<file path="src/rtl/gate_mux_sched.sv">
// gate_mux_sched: round-robin scheduler sharing one gate evaluation unit among four requesters
module gate_mux_sched #(
  parameter int WD_CYCLES = 24
) (
  input  logic        clk,
  input  logic        reset,
  input  logic [3:0]  req,
  input  logic [15:0] req_gate_type,
  input  logic [7:0]  req_no_of_inp,
  input  logic [15:0] req_ops,
  output logic [3:0]  done,
  output logic        rsp_out,
  output logic [2:0]  rsp_status,
  output logic        busy,
  output logic        gu_en,
  output logic        gu_op_ack_in_pulse,
  output logic        gu_final_inp_ack,
  output logic        gu_err_clr,
  output logic [3:0]  gu_gate_type,
  output logic [1:0]  gu_no_of_inp,
  output logic [3:0]  gu_ops,
  output logic        gu_rst_n,
  input  logic        gu_out,
  input  logic        gu_op_ack_out,
  input  logic        gu_time_lim_err,
  input  logic [1:0]  gu_inp_num_err
);
  typedef enum logic [2:0] {IDLE, LAUNCH, ACK, FINAL, WAIT, RECOVER, RESP} state_t;
  localparam int CW = $clog2(WD_CYCLES + 1);
  localparam logic [CW-1:0] WD_LAST = CW'(WD_CYCLES - 1);
  state_t state_q, state_d;
  logic [1:0] ptr_q, ptr_d, gnt_q, gnt_d, pick;
  logic [3:0] type_q, type_d, ops_q, ops_d, pick_type;
  logic [1:0] ninp_q, ninp_d;
  logic [2:0] status_q, status_d;
  logic out_q, out_d, rec_n_q, rec_n_d, legal;
  logic [CW-1:0] wd_q, wd_d;
  // walk downward so the requester closest to the pointer wins
  always_comb begin
    pick = ptr_q;
    for (int k = 3; k >= 0; k--)
      if (req[ptr_q + 2'(k)]) pick = ptr_q + 2'(k);
  end
  assign pick_type = req_gate_type[{pick, 2'b00} +: 4];
  assign legal = pick_type >= 4'd2 && pick_type <= 4'd8;
  always_comb begin
    state_d = state_q;
    ptr_d = ptr_q;
    gnt_d = gnt_q;
    type_d = type_q;
    ninp_d = ninp_q;
    ops_d = ops_q;
    status_d = status_q;
    out_d = out_q;
    rec_n_d = 1'b1;
    wd_d = wd_q;
    case (state_q)
      IDLE: if (|req) begin
        gnt_d = pick;
        type_d = pick_type;
        ninp_d = req_no_of_inp[{pick, 1'b0} +: 2];
        ops_d = req_ops[{pick, 2'b00} +: 4];
        status_d = legal ? 3'd0 : 3'd5;
        out_d = 1'b0;
        state_d = legal ? LAUNCH : RESP;
      end
      LAUNCH: state_d = ACK;
      ACK: state_d = FINAL;
      FINAL: begin
        wd_d = '0;
        state_d = WAIT;
      end
      WAIT: begin
        wd_d = wd_q + 1'b1;
        state_d = RECOVER;
        if (gu_inp_num_err != 2'b00) status_d = gu_inp_num_err[1] ? 3'd1 : 3'd2;
        else if (gu_time_lim_err) status_d = 3'd3;
        else if (gu_op_ack_out) begin
          status_d = 3'd0;
          out_d = gu_out;
        end
        else if (wd_q == WD_LAST) status_d = 3'd4;
        else state_d = WAIT;
        // a clean result or a hung unit is cleared by a full unit reset
        rec_n_d = !(state_d == RECOVER && (status_d == 3'd0 || status_d == 3'd4));
      end
      RECOVER: state_d = RESP;
      RESP: begin
        ptr_d = gnt_q + 2'd1;
        state_d = IDLE;
      end
      default: state_d = IDLE;
    endcase
  end
  always_ff @(posedge clk or negedge reset)
    if (!reset) begin
      state_q <= IDLE;
      ptr_q <= '0;
      gnt_q <= '0;
      type_q <= '0;
      ninp_q <= '0;
      ops_q <= '0;
      status_q <= '0;
      out_q <= 1'b0;
      rec_n_q <= 1'b1;
      wd_q <= '0;
    end else begin
      state_q <= state_d;
      ptr_q <= ptr_d;
      gnt_q <= gnt_d;
      type_q <= type_d;
      ninp_q <= ninp_d;
      ops_q <= ops_d;
      status_q <= status_d;
      out_q <= out_d;
      rec_n_q <= rec_n_d;
      wd_q <= wd_d;
    end
  assign gu_en = state_q == LAUNCH;
  assign gu_op_ack_in_pulse = state_q == ACK;
  assign gu_final_inp_ack = state_q == FINAL;
  assign gu_err_clr = state_q == RECOVER && status_q inside {3'd1, 3'd2, 3'd3};
  assign gu_rst_n = reset & rec_n_q;
  assign gu_gate_type = type_q;
  assign gu_no_of_inp = ninp_q;
  assign gu_ops = ops_q;
  assign done = (state_q == RESP) ? 4'b0001 << gnt_q : 4'b0000;
  assign rsp_out = state_q == RESP && out_q;
  assign rsp_status = (state_q == RESP) ? status_q : 3'd0;
  assign busy = state_q != IDLE || (|req && reset);
endmodule

</file>
<file path="config.mk">
export PLATFORM = sky130hd
export DESIGN_NAME = gate_mux_sched
export DESIGN_NICKNAME = d
export VERILOG_FILES = /design/src/rtl/gate_mux_sched.sv
export SDC_FILE = /design/constraint.sdc
export NUM_CORES = 1
export LEC_CHECK = 0
export CORE_MARGIN = 10
export CORE_UTILIZATION = 39
export DETAILED_ROUTE_END_ITERATION = 8
export HOLD_SLACK_MARGIN = 0.1
export PLACE_DENSITY = 0.77
export SYNTH_ARGS = -nofsm -noshare
export SYNTH_HDL_FRONTEND = slang
export SYNTH_SLANG_ARGS = --single-unit
</file>
<file path="constraint.sdc">
create_clock -name clk -period 2.4 [get_ports clk]
set_clock_uncertainty 0.2 [all_clocks]
set_input_delay 0.36 -clock clk [delete_from_list [all_inputs] [get_ports clk]]
set_output_delay 0.36 -clock clk [all_outputs]
set_load 0.01 [all_outputs]
</file>
==> run metrics, run 1 <==
clock latency at the later pin of the worst-skew pair 0.27 ns; Die Footprint around 0.0077 mm2; Crit path arrival time between 2 and 2.5 ns; clk sink count 27; core area 0.00441 mm2; first-pass GRT wire length 8910 um; flop-to-flop setup slack -0.003 ns; LEAKAGE 0.00128 uW; Routed wire per std cell 15.4 um; DR vias between 2000 and 2500; initial core utilization 0.408; CP Data Required Time 2.39 ns; chip width approximately 90 um; Overflow after GRT 0; synthesized instance count 230; cell area after placement 0.00278 mm2; CP startpoint ptr_q[0]; Layout Utilization 0.653; fin crit period 2.40 ns; Post-Syn Area around 0.0018 mm2; final WL 5780 um; GRT Total Usage 0.139; fin. max-slew vios 0; P&R area growth vs syn 59.9%; Main synth FF type dfrtp_1; Final Power 2990 uW; CTS tree done; Post-synth top cells 41 x nand2_1, 29 x nor2_1, 26 x dfrtp_1; Setup CP Type flip-flop to flip-flop; clock share of power 0.086; FMAX around 0.42 GHz; post-route setup slack -0.00284 ns; Synth area leaders dfrtp_1 36%, nand2_1 8.5%, nor2_1 6.0%; CTS root buffer clkbuf_8; P_int 1740 uW; Final Cell Area 0.00288 mm2; Synth cell types 48; Cell Pwr Density 1040 mW/mm2; cts hold-fix bufs 0; antenna cell count 0; non-filler cells, final 376; Yosys Warn Count 0; Syn Area/Cell 7.84 um2; asr flop ratio synth 1.00; crit start category flip-flop; Worst setup EP type flip-flop; Synth Net Count 286; status finished with violations; Num CTS Buffers 3; PortBufs 74; H-tree depth 1; fraction of layout instances using a drive strength above 1 0.154; combinational share of power 0.624; failing checks negative setup slack; DRT antenna net count 0; worst relative slew slack 0.677; sequential share of the synthesized area 0.375; VDD IR max 0.494 mV; Final period util 1.00; Flop pwr share 0.290; clk slew on worst S/H paths 0.09 ns; cell with the most instances after synthesis nand2_1; Starting DRT DRC Count 89; Critical R2R Launch ptr_q[0]; number of synthesized flops with an enable pin 0; IO Pins 75; CTS Buffer Depth 2; Sw Share 0.418; final hold viol count 0; row cnt 24; RSZ-0062 raised after global routing yes; dpl hpwl about 4500 um; Yosys reg bits 27; Yosys top cell by area dfrtp_1; post-synth top area share 0.361; number of max-cap violations 0; setup total negative slack -0.00284 ns; sw power 1250 uW; initial antenna violation count 0; gpl congestion approximately 0.85; dpl cells 370; chip height 88.0 um; HP Class primary input to asynchronous set/reset pin; Residual DRC 0; vias in the first global route 1971; TritonRoute pass-1 iters 5; Avg Vias per Cell 5.35; largest net degree at the start of global routing 23; final setup fails 1; CP max FO 9; measured slew at the worst slew-check pin 0.482 ns; Final nets 381
## through the flow
step | setup WS, ns | hold slack [ns]
5_1_grt | -0.0753 | 0.133
3_5_place_dp | -0.511 | 0.277
4_1_cts | 0.0359 | 0.134
6_report | -0.00284 | 0.128
2_1_floorplan | 0.130 | -0.136
3_3_place_gp | -0.444 | 0.260
## sequential cells by signal (all words and copies together), names as in the netlist
name	flops
out_q	1
gu_ops	4
gu_no_of_inp	2
ptr_q	2
gu_gate_type	4
wd_q	5
gnt_q	2
status_q	3
state_q	3
rec_n_q	1
## path summary, 6_finish.rpt
| path | end | cells after the start |
|---|---|---|
| max in group asynchronous | gu_gate_type[0] | 2 |
| worst max register to register | state_q[1] | 10 |
| worst max-delay path | state_q[1] | 10 |
| min in group clk | gu_ops[2] | 2 |
| worst min register to register | gu_ops[2] | 2 |
| worst min-delay path | state_q[0] | 1 |
## per-layer routing
layer  vias to the layer above  wire (um)  track usage  part of all wire
li1                        997          -            -                 -
met1                       947       2370        0.153              0.41
met2                        64       2930        0.252              0.51
met3                         4        430       0.0474             0.074
met4                         0         40       0.0319            0.0069
met5                         -          0            0                 0
## power by group through the flow
stage,Clock [uW],Combinational (uW),Sequential (uW)
5_1_grt,280,2060,894
4_1_cts,261,1840,856
3_5_place_dp,0,1800,862
3_3_place_gp,0,1740,854
2_1_floorplan,0,931,843
6_report,257,1870,867
## cells in the final DEF (no fill, tap or decap), drive strengths merged, types with 2 or more instances in the layout
cell type and instances:
a211oi 4, a21oi 6, and2 10, and3 7
buf 26, clkbuf 5, clkdlybuf4s50 69, dfrtp 26
dlygate4sd2 3, ha 5, inv 6, nand2 42
nand3 13, nand4b 2, nor2 29, nor2b 4
nor3 3, o21ai 29, o21bai 2, o221ai 2
o22ai 2, o31ai 2, or2 2, or4 2
## layout make-up
type	instances	area (um2)
Fill cell	380	1530
Sequential cell	27	681
Timing Repair Buffer	100	955
Inverter	6	22.5
Multi-Input combinational cell	187	1110
Tap cell	52	65.1
Clock buffer	4	45.0
## repair_timing
item                                    in CTS  in global routing
endpoints found under the setup margin       6                 15
resized for setup                            9                 12
setup buffers                                1                  1
## critical path, cell delays in order (launching register included)
cell and delay, ns:
dfrtp_1 0.45, nor2b_2 0.19, a2bb2oi_1 0.17, o221ai_1 0.13
buf_4 0.19, and3_1 0.16, or2_1 0.25, mux2i_1 0.22
buf_4 0.17, inv_1 0.05, o21ai_1 0.14
## kinds of logic (layout without fill, tap and decap cells)
logic type / Yosys count / in the layout / synth area share
AO/OA/AOI/OAI: 57 / 57 / 0.200
AND/OR/NAND/NOR: 122 / 122 / 0.340
buffers and inverters: 16 / 110 / 0.0333
flip-flops: 27 / 27 / 0.375
adder cells (fa/ha/maj): 5 / 5 / 0.0347
XOR/XNOR: 1 / 1 / 0.00486
multiplexers: 2 / 2 / 0.0118
(Power assumes the default switching activity.)
==> run 2, diff against run 1 <==
==> constraint.sdc (replaced) <==
create_clock -name clk -period 2.2 [get_ports clk]
set_clock_uncertainty 0.2 [all_clocks]
set_input_delay 0.33 -clock clk [delete_from_list [all_inputs] [get_ports clk]]
set_output_delay 0.33 -clock clk [all_outputs]
set_load 0.02 [all_outputs]
==> run 2 against run 1 <==
  * The run still ends with negative setup slack left
  * Highest routed layer unchanged
  * Cell area up 4.9%
  * Largest power group unchanged
  * Die area unchanged
  * Flip-flop and latch count unchanged
==> run metrics, run 2 (synthesis results as in run 1) <==
status finished with violations; failing checks negative setup slack; max incr delay on CP 0.48 ns (+0.03 ns); Crit path arrival time 2.32 ns (-0.07 ns); worst relative slew slack 0.729 (+0.0514); TritonRoute pass-1 iters 4 (-1); cts hold-fix bufs 0 (unchanged); sw power 1570 uW (+25%); Num CTS Buffers 3 (unchanged); Final Cell Area 0.00302 mm2 (+4.9%); CTS Buffer Depth 2 (unchanged); slowest stage cell, crit path or3_4; P&R area growth vs syn 67.7%; initial core utilization 0.408 (unchanged); largest net degree at the start of global routing 25 (+8.7%); RSZ-0062 raised after global routing yes; Flop pwr share 0.263 (-0.027); Place WS -0.652 ns (-0.141 ns); CTS tree done; setup total negative slack -0.661 ns (-0.658 ns); number of flip-flops in the largest register 5 (unchanged); Starting DRT DRC Count 114 (+28%); first-pass GRT wire length 9730 um (+9.2%); non-filler cells, final 387 (+2.9%); Biggest register wd_q; H-tree depth 1 (unchanged); global-route track usage on met2 0.260 (+0.00794); crit start category primary input; dpl hpwl 4450 um (-1.5%); WP buf/inv 2 (-1); DRT antenna net count 0 (unchanged); Setup CP Type primary input to flip-flop; CP Data Required Time 2.17 ns (-0.22 ns); Filler Cells Inserted 369 (-2.9%); P_int 1990 uW (+14%); core area 0.00441 mm2 (unchanged); Overflow after GRT 0 (unchanged); clk slew on worst S/H paths 0.09 ns (about the same); number of max-cap violations 0 (unchanged); critical path depth 10 (unchanged); combinational share of power 0.659 (+0.035); row cnt 24 (unchanged); clk sink count 27 (unchanged); fin. max-slew vios 0 (unchanged); VDD IR max 0.651 mV (+32%); IO Pins 75 (unchanged); CTS root buffer clkbuf_8; critical path, cell by cell clkdlybuf4s15_1 -> or3_4 -> and4b_4 -> nor3_2 -> o21bai_1 -> a211oi_2 -> mux2i_2 -> buf_4 -> o22ai_2 -> nor2_1; most common cell after layout, fill and taps aside clkdlybuf4s50_1; Residual DRC 0 (unchanged); dpl cells 374 (+1.1%); fin crit period 2.35 ns; Avg Vias per Cell 5.25 (-1.9%); PortBufs 74 (unchanged); HP Class primary input to asynchronous set/reset pin; FMAX 0.425 GHz; chip width 88.0 um (unchanged); CP max FO 7 (-2); R2R depth 9 (-1); post-route setup slack -0.151 ns (-0.148 ns); Final Power 3560 uW (+19%); clock latency at the later pin of the worst-skew pair 0.27 ns (about the same); met3 usage 0.0548 (+0.00743); initial antenna violation count 0 (unchanged); chip height 88.0 um (unchanged); Routed wire per std cell 15.5 um (+0.84%); busiest grt layer met2; final hold viol count 0 (unchanged); Final nets 392 (+2.9%); antenna cell count 0 (unchanged); Worst setup EP type flip-flop; met1 GRT Util 0.175 (+0.0219); Die Footprint 0.00774 mm2 (unchanged); clock share of power 0.078 (-0.008); Final period util 1.07; most frequent cells in the layout 57 x clkdlybuf4s50_1, 41 x nand2_1, 36 x buf_4; cell area after placement 0.00279 mm2 (+0.36%); DR vias 2031 (+0.94%); vias in the first global route 2098 (+6.4%); final setup fails 5 (+4); LEAKAGE 0.00138 uW (+7.1%); Crit path max-delay family simple AND/OR/NAND/NOR gates; final WL 5990 um (+3.8%); fraction of layout instances using a drive strength above 1 0.227 (+0.0725); Sw Share 0.441 (+0.0222); gpl congestion 0.800 (-6.3%); measured slew at the worst slew-check pin 0.403 ns (-0.0790 ns); GRT Total Usage 0.150 (+0.0107); Cell Pwr Density 1180 mW/mm2 (+13%)
run 2: per-layer routing:
| layer | wire length [um] | part of all wire | up-vias |
|---|---|---|---|
| met5 | 0 | 0 | - |
| met4 | 62 | 0.010 | 0 |
| met3 | 534 | 0.089 | 8 |
| met2 | 2850 | 0.48 | 73 |
| met1 | 2540 | 0.42 | 932 |
| li1 | - | - | 1018 |
run 2: area by class of cell:
class	instances	area, um2	area share
clock buffers	3	41.3	0.0137
clock inverters	1	5.00	0.00165
inverters	6	22.5	0.00745
multi-input cells	188	1220	0.404
flip-flops and latches	27	681	0.225
well taps	52	65.1	0.0215
repair buffers	110	988	0.327
run 2: final timing paths:
check	end	slack [ns]	start
setup / recovery	status_q[2]	-0.15	req[3]
hold / removal	state_q[2]	0.11	reset
setup reg to reg	status_q[2]	-0.14	ptr_q[1]
hold reg to reg	gu_ops[3]	0.30	gu_ops[3]
max in group asynchronous	ptr_q[0]	1.18	reset
min in group clk	gu_ops[3]	0.30	gu_ops[3]
run 2: stage by stage:
| step | hold WS (ns) | util |
|---|---|---|
| floorplan | -0.166 | - |
| global placement | 0.263 | 0.631 |
| detailed placement | 0.272 | 0.631 |
| CTS | 0.127 | 0.672 |
| global route | 0.106 | 0.685 |
| finish | 0.114 | 0.685 |
run 2: repair_timing:
action                     4_1_cts  5_1_grt
setup endpoints to repair       21        7
gates resized for setup         46       12
cloned                           2        0
pin swaps                       18        6
buffers inserted                 5        2
run 2: power groups by stage:
stage          Combinational [uW]  Sequential, uW  Clock, uW
2_1_floorplan                1060             989          0
3_3_place_gp                 2010             927          0
3_5_place_dp                 2060             931          0
4_1_cts                      2230             929        277
5_1_grt                      2590             967        309
6_report                     2340             935        278
==> run 3, diff against run 2 <==
CORE_UTILIZATION = 46   (was 39)
HOLD_SLACK_MARGIN = default   (was 0.1)
PLACE_DENSITY = 0.85   (was 0.77)
SKIP_LAST_GASP = 1   (was default)
clock period = 3 ns   (was 2.2 ns; I/O delays follow)
==> run 3 against run 2 <==
  * The flow now finishes without violations
  * Final cell count is 7.8% lower
  * Non-clock buffer count is 25 lower
  * Cell area is 11% lower
  * Worst hold slack better by 0.17 ns
  * Utilization is 4.0 points higher
  * Combinational power is 42% lower
  * Count of clock-buffer cells in the layout is 1 higher
  * Sequential share of layout area is 2.6 points higher
  * Setup slack better by 0.30 ns
  * Die area is 12% lower
  * Sequential power is 26% lower
  * Highest routed layer unchanged
==> run metrics, run 3 (synthesis results as in run 1) <==
final setup fails 0 (-5); Starting DRT DRC Count 94 (-18%); CTS tree done; TritonRoute pass-1 iters 4 (unchanged); initial core utilization 0.485 (+0.0767); fraction of layout instances using a drive strength above 1 0.0744 (-0.152); non-filler cells, final 357 (-7.8%); largest net degree at the start of global routing 31 (+24%); Filler Cells Inserted 301 (-18%); Num CTS Buffers 3 (unchanged); core area 0.00372 mm2 (-16%); Routed wire per std cell 15.1 um (-2.3%); Final period util 0.952; clock latency at the later pin of the worst-skew pair 0.27 ns (about the same); initial antenna violation count 0 (unchanged); RSZ-0062 raised after global routing no; CTS root buffer clkbuf_8; Overflow after GRT 0 (unchanged); Residual DRC 0 (unchanged); H-tree depth 1 (unchanged); final hold viol count 0 (unchanged); Crit path arrival time 2.21 ns (-0.11 ns); clk sink count 27 (unchanged); LEAKAGE 0.00117 uW (-15%); antenna cell count 0 (unchanged); chip width 82.6 um (-6.1%); VDD IR max 0.459 mV (-30%); CTS Buffer Depth 2 (unchanged); worst hold slack 0.288 ns (+0.174 ns); chip height 82.6 um (-6.1%); multi-input logic area 0.00107 mm2 (-13%); dpl hpwl 4360 um (-2.0%); CP Data Required Time 2.35 ns (+0.18 ns); GRT Total Usage 0.159 (+0.00875); most frequent cells in the layout 74 x clkdlybuf4s50_1, 41 x nand2_1, 29 x nor2_1; number of max-cap violations 0 (unchanged); Setup CP Type primary input to output pin; Place WS -0.0406 ns (+0.611 ns); DRT antenna net count 0 (unchanged); fin crit period 2.86 ns; fin. max-slew vios 0 (unchanged); status finished clean; Final nets 366 (-6.6%); measured slew at the worst slew-check pin 0.461 ns (+0.0578 ns); first-pass GRT wire length 8600 um (-12%); final WL 5400 um (-9.9%); post-route setup slack 0.145 ns (+0.296 ns); post-cts resize count 0 (-100%); worst relative slew slack 0.690 (-0.0384); PortBufs 74 (unchanged); vias in the first global route 1878 (-10%); FMAX 0.350 GHz; Cell Pwr Density 839 mW/mm2 (-29%); Die Footprint 0.00682 mm2 (-12%); FF/Latch Area 677 um2 (-0.55%); clk slew on worst S/H paths 0.09 ns (about the same); number of flip-flops in the largest register 5 (unchanged); Avg Vias per Cell 5.40 (+2.9%); Worst setup EP type output pin; dpl cells 353 (-5.6%); P&R area growth vs syn 49.4%; CP max FO 6 (-1); Setup Fix Bufs, Post-CTS 0 (-5); crit start category primary input; cts hold-fix bufs 0 (unchanged); row cnt 22 (-8.3%); Layout Utilization 0.725 (+0.0398); DR vias 1928 (-5.1%); HP Class flip-flop to flip-flop; Biggest register wd_q; most common cell after layout, fill and taps aside clkdlybuf4s50_1; IO Pins 75 (unchanged); gpl congestion 0.820 (+2.5%); Final Power 2260 uW (-36%)
-- run 3: cell count changes in the layout (fill, tap and decap cells not counted), moves of 3 or more --
cell and delta:
a211oi_1 +4, and3_1 +4, and3_4 -4, buf_4 -25, clkdlybuf4s50_1 +17, dfrtp_1 +3, dfrtp_2 -3, dlygate4sd2_1 -14
o21ai_0 +5, o21ai_1 -3
-- run 3: cell type report --
cell class | count | area share
Multi-Input combinational cell | 187 | 0.396
Timing Repair Buffer | 85 | 0.306
Inverter | 6 | 0.00836
Clock buffer | 4 | 0.0167
Tap cell | 48 | 0.0223
Sequential cell | 27 | 0.251
-- run 3: per-layer routing --
| metal | vias up | global-route usage | share of wire |
|---|---|---|---|
| li1 | 961 | - | - |
| met1 | 889 | 0.179 | 0.41 |
| met2 | 71 | 0.264 | 0.47 |
| met3 | 7 | 0.0724 | 0.11 |
| met4 | 0 | 0.0468 | 0.013 |
| met5 | - | 0 | 0 |
-- run 3: final timing paths --
kind / start / end / slack (ns) / cells after the start
worst max-delay path: req[3] / busy / 0.14 / 5
worst max register to register: ptr_q[1] / state_q[0] / 0.48 / 8
min in group asynchronous: reset / state_q[2] / 0.38 / 2
worst min-delay path: gu_gate_type[2] / gu_gate_type[2] / 0.29 / 2
worst min register to register: gu_gate_type[2] / gu_gate_type[2] / 0.29 / 2
max in group asynchronous: reset / gu_ops[3] / 1.93 / 2
-- run 3: critical path, stage by stage --
cell and delay [ns]:
clkdlybuf4s50_1 0.48, or4_1 0.57, nand2_1 0.08, nand2_1 0.05
clkdlybuf4s50_1 0.57
-- run 3: through the flow --
stage,TNS [ns],instance area [um2]
floorplan,0,1800
global placement,0,2650
detailed placement,-0.0406,2650
CTS,0,2690
global route,0,2690
finish,0,2690
-- run 3: where the power goes --
group          leakage [uW]  switching (uW)  internal [uW]  total, uW
clock             0.0000228             111           95.3        206
combinational      0.000816             747            615       1360
sequential         0.000334             167            527        693
